===== config.mk =====
export PLATFORM = sky130hd
export DESIGN_NAME = timer_counter
export DESIGN_NICKNAME = d
export VERILOG_FILES = /design/src/rtl/timer_counter_pkg.sv /design/src/rtl/timer_counter.sv
export SDC_FILE = /design/constraint.sdc
export NUM_CORES = 1
export LEC_CHECK = 0
export ABC_AREA = 1
export BUFFER_PORTS_ARGS = -buffer_cell sky130_fd_sc_hd__buf_2
export CAP_MARGIN = 20
export CORE_ASPECT_RATIO = 0.7
export CORE_UTILIZATION = 53
export DETAILED_ROUTE_END_ITERATION = 7
export GPL_TIMING_DRIVEN = 0
export PLACE_DENSITY_LB_ADDON = 0.3
export SYNTH_ARGS = -nofsm -noshare
export SYNTH_HDL_FRONTEND = slang
export SYNTH_SLANG_ARGS = --single-unit

===== constraint.sdc =====
create_clock -name clk -period 1.8 [get_ports clk]
set_input_delay 0.27 -clock clk [delete_from_list [all_inputs] [get_ports clk]]
set_output_delay 0.27 -clock clk [all_outputs]
set_load 0.03 [all_outputs]

===== src/rtl/timer_counter_pkg.sv =====
// timer_counter_pkg: register map, CTRL field positions, mode codes and FSM states.
package timer_counter_pkg;
    localparam logic [1:0] OFF_CTRL   = 2'd0;
    localparam logic [1:0] OFF_PRESET = 2'd1;
    localparam logic [1:0] OFF_COUNT  = 2'd2;

    localparam int CTRL_EN      = 0;
    localparam int CTRL_MODE_LO = 1;
    localparam int CTRL_MODE_HI = 2;
    localparam int CTRL_IM      = 3;

    localparam logic [1:0] MODE_ONESHOT = 2'd0;
    localparam logic [1:0] MODE_RELOAD  = 2'd1;

    typedef enum logic [1:0] {
        IDLE = 2'd0,
        LOAD = 2'd1,
        CNT  = 2'd2,
        INT  = 2'd3
    } state_t;
endpackage


===== src/rtl/timer_counter.sv =====
// timer_counter: bus-mapped countdown timer (CTRL/PRESET/COUNT) driving the core interrupt.
module timer_counter
    import timer_counter_pkg::*;
#(
    parameter int CNT_W = 32
) (
    input  logic        clk,
    input  logic        reset,
    input  logic        sel,
    input  logic [31:0] addr,
    input  logic [3:0]  byteen,
    input  logic [31:0] wdata,
    output logic [31:0] rdata,
    output logic        irq
);
    logic [3:0]       ctrl, ctrl_n;
    logic [CNT_W-1:0] preset, preset_n, count, count_n;
    state_t           state, state_n;
    logic             irq_flag, irq_flag_n;
    logic [1:0]       idx;
    logic             wr;
    logic [31:0]      wm_ctrl, wm_preset;
    logic             unused;

    function automatic logic [31:0] merge_bytes(input logic [31:0] old, input logic [31:0] d,
                                                input logic [3:0] be);
        logic [31:0] r;
        for (int i = 0; i < 4; i++) r[8*i +: 8] = be[i] ? d[8*i +: 8] : old[8*i +: 8];
        return r;
    endfunction

    assign idx       = addr[3:2];
    assign wr        = sel && |byteen;
    assign wm_ctrl   = merge_bytes({28'b0, ctrl}, wdata, byteen);
    assign wm_preset = merge_bytes(32'(preset), wdata, byteen);
    assign unused    = ^{addr[31:4], addr[1:0], wm_ctrl[31:4]};
    assign irq       = irq_flag & ctrl[CTRL_IM];

    always_comb begin
        rdata = idx == OFF_CTRL   ? {28'b0, ctrl} :
                idx == OFF_PRESET ? 32'(preset)   :
                idx == OFF_COUNT  ? 32'(count)    : 32'b0;
    end

    always_comb begin
        ctrl_n     = ctrl;
        preset_n   = preset;
        count_n    = count;
        state_n    = state;
        irq_flag_n = irq_flag;
        case (state)
            IDLE: if (ctrl[CTRL_EN]) state_n = LOAD;
            LOAD: begin
                count_n = preset;
                state_n = CNT;
            end
            CNT: begin
                if (!ctrl[CTRL_EN]) state_n = IDLE;
                else if (count > CNT_W'(1)) count_n = count - CNT_W'(1);
                else begin
                    count_n    = '0;
                    irq_flag_n = 1'b1;
                    state_n    = INT;
                end
            end
            default: begin
                state_n = IDLE;
                if (ctrl[CTRL_MODE_HI:CTRL_MODE_LO] == MODE_RELOAD) irq_flag_n = 1'b0;
                else ctrl_n[CTRL_EN] = 1'b0;
            end
        endcase
        // Bus writes to CTRL override the FSM's EN auto-clear and always drop the flag
        if (wr && idx == OFF_CTRL) begin
            ctrl_n     = wm_ctrl[3:0];
            irq_flag_n = 1'b0;
        end
        if (wr && idx == OFF_PRESET) preset_n = CNT_W'(wm_preset);
    end

    always_ff @(posedge clk) begin
        if (reset) begin
            ctrl     <= '0;
            preset   <= '0;
            count    <= '0;
            state    <= IDLE;
            irq_flag <= 1'b0;
        end else begin
            ctrl     <= ctrl_n;
            preset   <= preset_n;
            count    <= count_n;
            state    <= state_n;
            irq_flag <= irq_flag_n;
        end
    end
endmodule


# --- Yosys cells after proc, flatten, opt, wreduce, memory -nomap -nowiden ---
# Index checks and enable logic that the tools add are counted.
totals:
  reg_bits: 71
  inputBits: 71
  out_inout_bits: 33
  word_cells: 63
op_classes:
  addsub: 1
  order_cmp: 1
  eq_ne: 12
  mux: 18
  bitwise: 2
  n_reduce_logical: 20
op_table:
  columns: ["operator", "n"]
  rows:
  - ["$mux W32", 5]
  - ["$pmux W32 S2", 1]
  - ["$gt A32 B1 Y1 const B", 1]
  - ["$sub A32 B1 Y32 const B", 1]
  - ["$reduce_and A2 Y1", 7]
  - ["$ne A2 B2 Y1 const B", 4]
  - ["$mux W1", 7]
  - ["$eq A2 B1 Y1 const B", 3]
  - ["$mux W2", 3]
  - ["$pmux W2 S3", 1]
  - ["$eq A2 B2 Y1 const B", 2]
  - ["$logic_not A2 Y1", 2]
  - ["$ne A2 B1 Y1 const B", 2]
  - ["$reduce_and A4 Y1", 1]
  - ["$reduce_bool A2 Y1", 2]
  - ["$reduce_or A2 Y1", 2]
  - ["$reduce_or A4 Y1", 1]
  - ["$logic_and A1 B1 Y1", 3]
  - ["$ne A3 B3 Y1 const B", 1]
  - ["$reduce_and A3 Y1", 1]
  - ["$reduce_or A3 Y1", 1]
  - ["$pmux W1 S2", 1]
  - ["$and A1 B1 Y1", 1]
  - ["$not A1 Y1", 1]

# --- Longest topological paths before layout ---
logic_depth:
  depth_word: 5
  depth_mapped: 10
  depth_no_buf: 10

# --- Worst setup path after synthesis ---
# OpenSTA, ideal clock, no wires.
synth_path:
  path_kind: "input -> output"
  from: "input port addr[3]"
  to: "output port rdata[19]"
  arrival_ns: 1.423
  t_required_ns: 1.530
  slack_ns: 0.107
  stages: 6
  path_buffers: 2
  cell_sequence: "inv_1 nor2_1 inv_1 clkbuf_1 buf_1 o22ai_1"
synth_between:
  elab_chain_cells: 4
  word_cells_on_any_way: 6
synth_lines:
  columns: ["element", "line", "text"]
  rows:
  - ["start, declared", "timer_counter.sv:10", "input logic [31:0] addr,"]
  - ["$eq A2 B2 Y1", "timer_counter.sv:42", "idx == OFF_COUNT ? 32'(count) : 32'b0;"]
  - ["$mux W32", "timer_counter.sv:42", null]
  - ["$mux W32", "timer_counter.sv:41", "idx == OFF_PRESET ? 32'(preset) :"]
  - ["$mux W32 (*)", "timer_counter.sv:40", "rdata = idx == OFF_CTRL ? {28'b0, ctrl} :"]
  - ["end, declared", "timer_counter.sv:13", "output logic [31:0] rdata,"]
# Mark *: on every way between the ends. The rest lies on a longest branch, timed or not.

# --- Worst setup path after layout ---
layout_path:
  from: "input port addr[2]"
  to: "output port rdata[15]"
# Same word-level chain as after synthesis.

==> out/qor.yml <==
sta:
  hold_viol: 0
  fin_crit_sh: 0.969
  tightestPinTransition_ns: 0.598
  finalClockSkew_ns: 0.0110
  layout_setup_ws_ns: 0.0556
  relSlewSlack: 0.601
  layout_min_cycle_time_ns: 1.74
  tns_ns: 0
  hold_ws_ns: 0.118
  drv_slew: 0
  max_freq_ghz: 0.573
  setup_violations: 0
yosys:
  synthSimpleGateAreaFrac: 0.216
  synthMuxAreaShare: 0
  synth_area_leaders: "dfxtp_1 (36%), o21ai_0 (14%), a21oi_1 (8.9%)"
  yosysWarningCount: 0
  synth_top_family_by_area: "compound AO/OA/AOI/OAI gates"
  yosysTopAreaCell: "dfxtp_1"
  async_flop_share: 0
  syn_nets: 691
  synth.most_common_cell: "o21ai_0"
  netlist_top_cells_count: "o21ai_0 (109), inv_1 (90), nand2_1 (90)"
  synth_area_um2: 3990
  synth-xor-area-share: 0.0241
  netlist_instances: 618
  synth-compound-area-share: 0.282
  yosys_register_bits: 71
  synth_top_area_frac: 0.356
  synth_adder_area_share: 0.00627
  synth_top_flop_cell: "dfxtp_1"
  synth_edf_count: 0
  synth_area_per_cell_um2: 6.46
  synth-seq-area-share: 0.356
  yosysUniqueCellTypes: 23
cts:
  h-tree-depth: 3
  cts.reportedPaths.clkPinSlew_ns: 0.07
  clock_latency_ns: 0.36
  cts_tree: "done"
  cts_max_path_buffers: 2
  cts.sinks: 71
  numCtsBuffers: 9
  root_buffer: "clkbuf_8"
cells_and_area:
  nNetsFinal: 780
  drive_above_1_share: 0.171
  area_delta_synth_final_pct: 21.6
  fin_area_um2: 4850
  n_antenna_cell: 0
detailed_routing:
  vias: 4590
  routedWlPerCell_um: 15.8
  drtPass1Iterations: 5
  drc: 0
  drt_wl_total_um: 12800
  ant_nets: 0
  drtIter0Drc: 371
  viasPerCell: 5.67
floorplanning:
  ioPinCount: 104
  die_area_um2: 7890
  start_util: 0.548
  die_y_um: 74.6
  die_width_um: 106
  std_cell_rows: 26
  core_um2: 7290
setup_path:
  crit_arrival_ns: 1.47
  worstPathRequired_ns: 1.53
  path_class: "primary input to primary output"
  reg2reg_to: "count[26]"
  cp-end-kind: "primary output"
  reg2reg_depth: 10
  ff2ff_setup_slack_ns: 0.06
  cp-start-kind: "primary input"
  critPathMaxFanout: 10
  rr_startpoint: "count[7]"
place:
  portBuffers: 73
  placed_cell_area_um2: 4480
  place.gp.congestion: 0.968
  dpl.hpwl_um: 9030
  dp_slack_ns: -0.271
hold_path:
  hold_end: "ctrl[0]"
  hp-start: "reset"
  hp-class: "primary input to register"
  holdPathStages: 2
pwr:
  total_power_mw: 3.76
  leakage_nw: 2.13
  power_density_nw_per_um2: 774
  irDropWorstVdd_mv: 0.710
global_routing:
  grt_use_total: 0.332
  grt_pass1_vias: 4003
  antenna_found_initial: 0
  overflow: 0
  grt_pass1_wl_um: 19900
  grt_max_degree: 12
job:
  maxCapViolCount: 0
run_status:
  outcome: "finished, final reports clean"
==> through the flow <==
stage	util	std cells
finish	0.666	810
detailed placement	0.615	789
global route	0.666	810
global placement	0.615	789
CTS	0.660	810
floorplan	-	618
==> cell families after synthesis <==
family	count (synthesis)
AO/OA/AOI/OAI	213
XOR/XNOR	11
adder cells (fa/ha/maj)	2
buffers and inverters	119
flip-flops	71
AND/OR/NAND/NOR	202
==> what timing repair did <==
| item | 4_1_cts | 5_1_grt |
|---|---|---|
| hold buffers | 0 | 0 |
| cloned | 3 | 0 |
| gates resized for setup | 15 | 21 |
| endpoints found under the setup margin | 41 | 46 |
| pin swaps | 2 | 1 |
| buffers inserted | 2 | 0 |
==> power by group <==
group | internal, mW | switching [mW]
registers | 1.61 | 0.0266
clock network | 0.933 | 0.612
logic | 0.190 | 0.387
==> area by class of cell <==
type | instances | area, um2
Sequential cell | 71 | 1420
Buffer | 29 | 143
Fill cell | 672 | 2430
Inverter | 90 | 338
Timing Repair Buffer | 78 | 422
Clock buffer | 14 | 183
Tap cell | 98 | 123
Clock inverter | 2 | 60.1
Multi-Input combinational cell | 428 | 2160
==> critical path: stages <==
cell,delay [ns]
buf_2,0.12
inv_1,0.05
nor2_1,0.03
inv_1,0.19
buf_1,0.46
o22ai_1,0.15
buf_2,0.21
==> layout by cell type (no fill, tap or decap), types with 2 or more instances in the layout <==
master,count
o21ai_0,109
nand2_1,90
inv_1,89
buf_2,73
a21oi_1,70
dfxtp_1,69
nor2_1,51
nand3_1,38
o22ai_1,28
clkbuf_1,19
clkbuf_8,13
xor2_1,10
nand4_1,7
clkbuf_2,5
nor2_4,5
nor2_2,4
o221ai_1,4
buf_6,4
buf_4,4
nand2_2,2
nand2_4,2
bufinv_16,2
dfxtp_2,2
==> routing by layer <==
metal,global-route usage,routed length [um]
met1,0.458,5670
met2,0.510,5480
met3,0.0701,1300
met4,0.137,320
met5,0,0
==> flip-flops by register name, indices dropped and copies added, names as in the netlist <==
name and cells:
preset 32, count 32, irq_flag 1, state 2
ctrl 4
==> worst max path at each step <==
| stage | start | to |
|---|---|---|
| global route | state[1] | count[23] |
| global placement | addr[3] | rdata[24] |
| finish | addr[2] | rdata[15] |
| detailed placement | addr[3] | rdata[24] |
| CTS | addr[2] | rdata[2] |
| floorplan | addr[3] | rdata[19] |
Power figures use the tool's default switching activity.
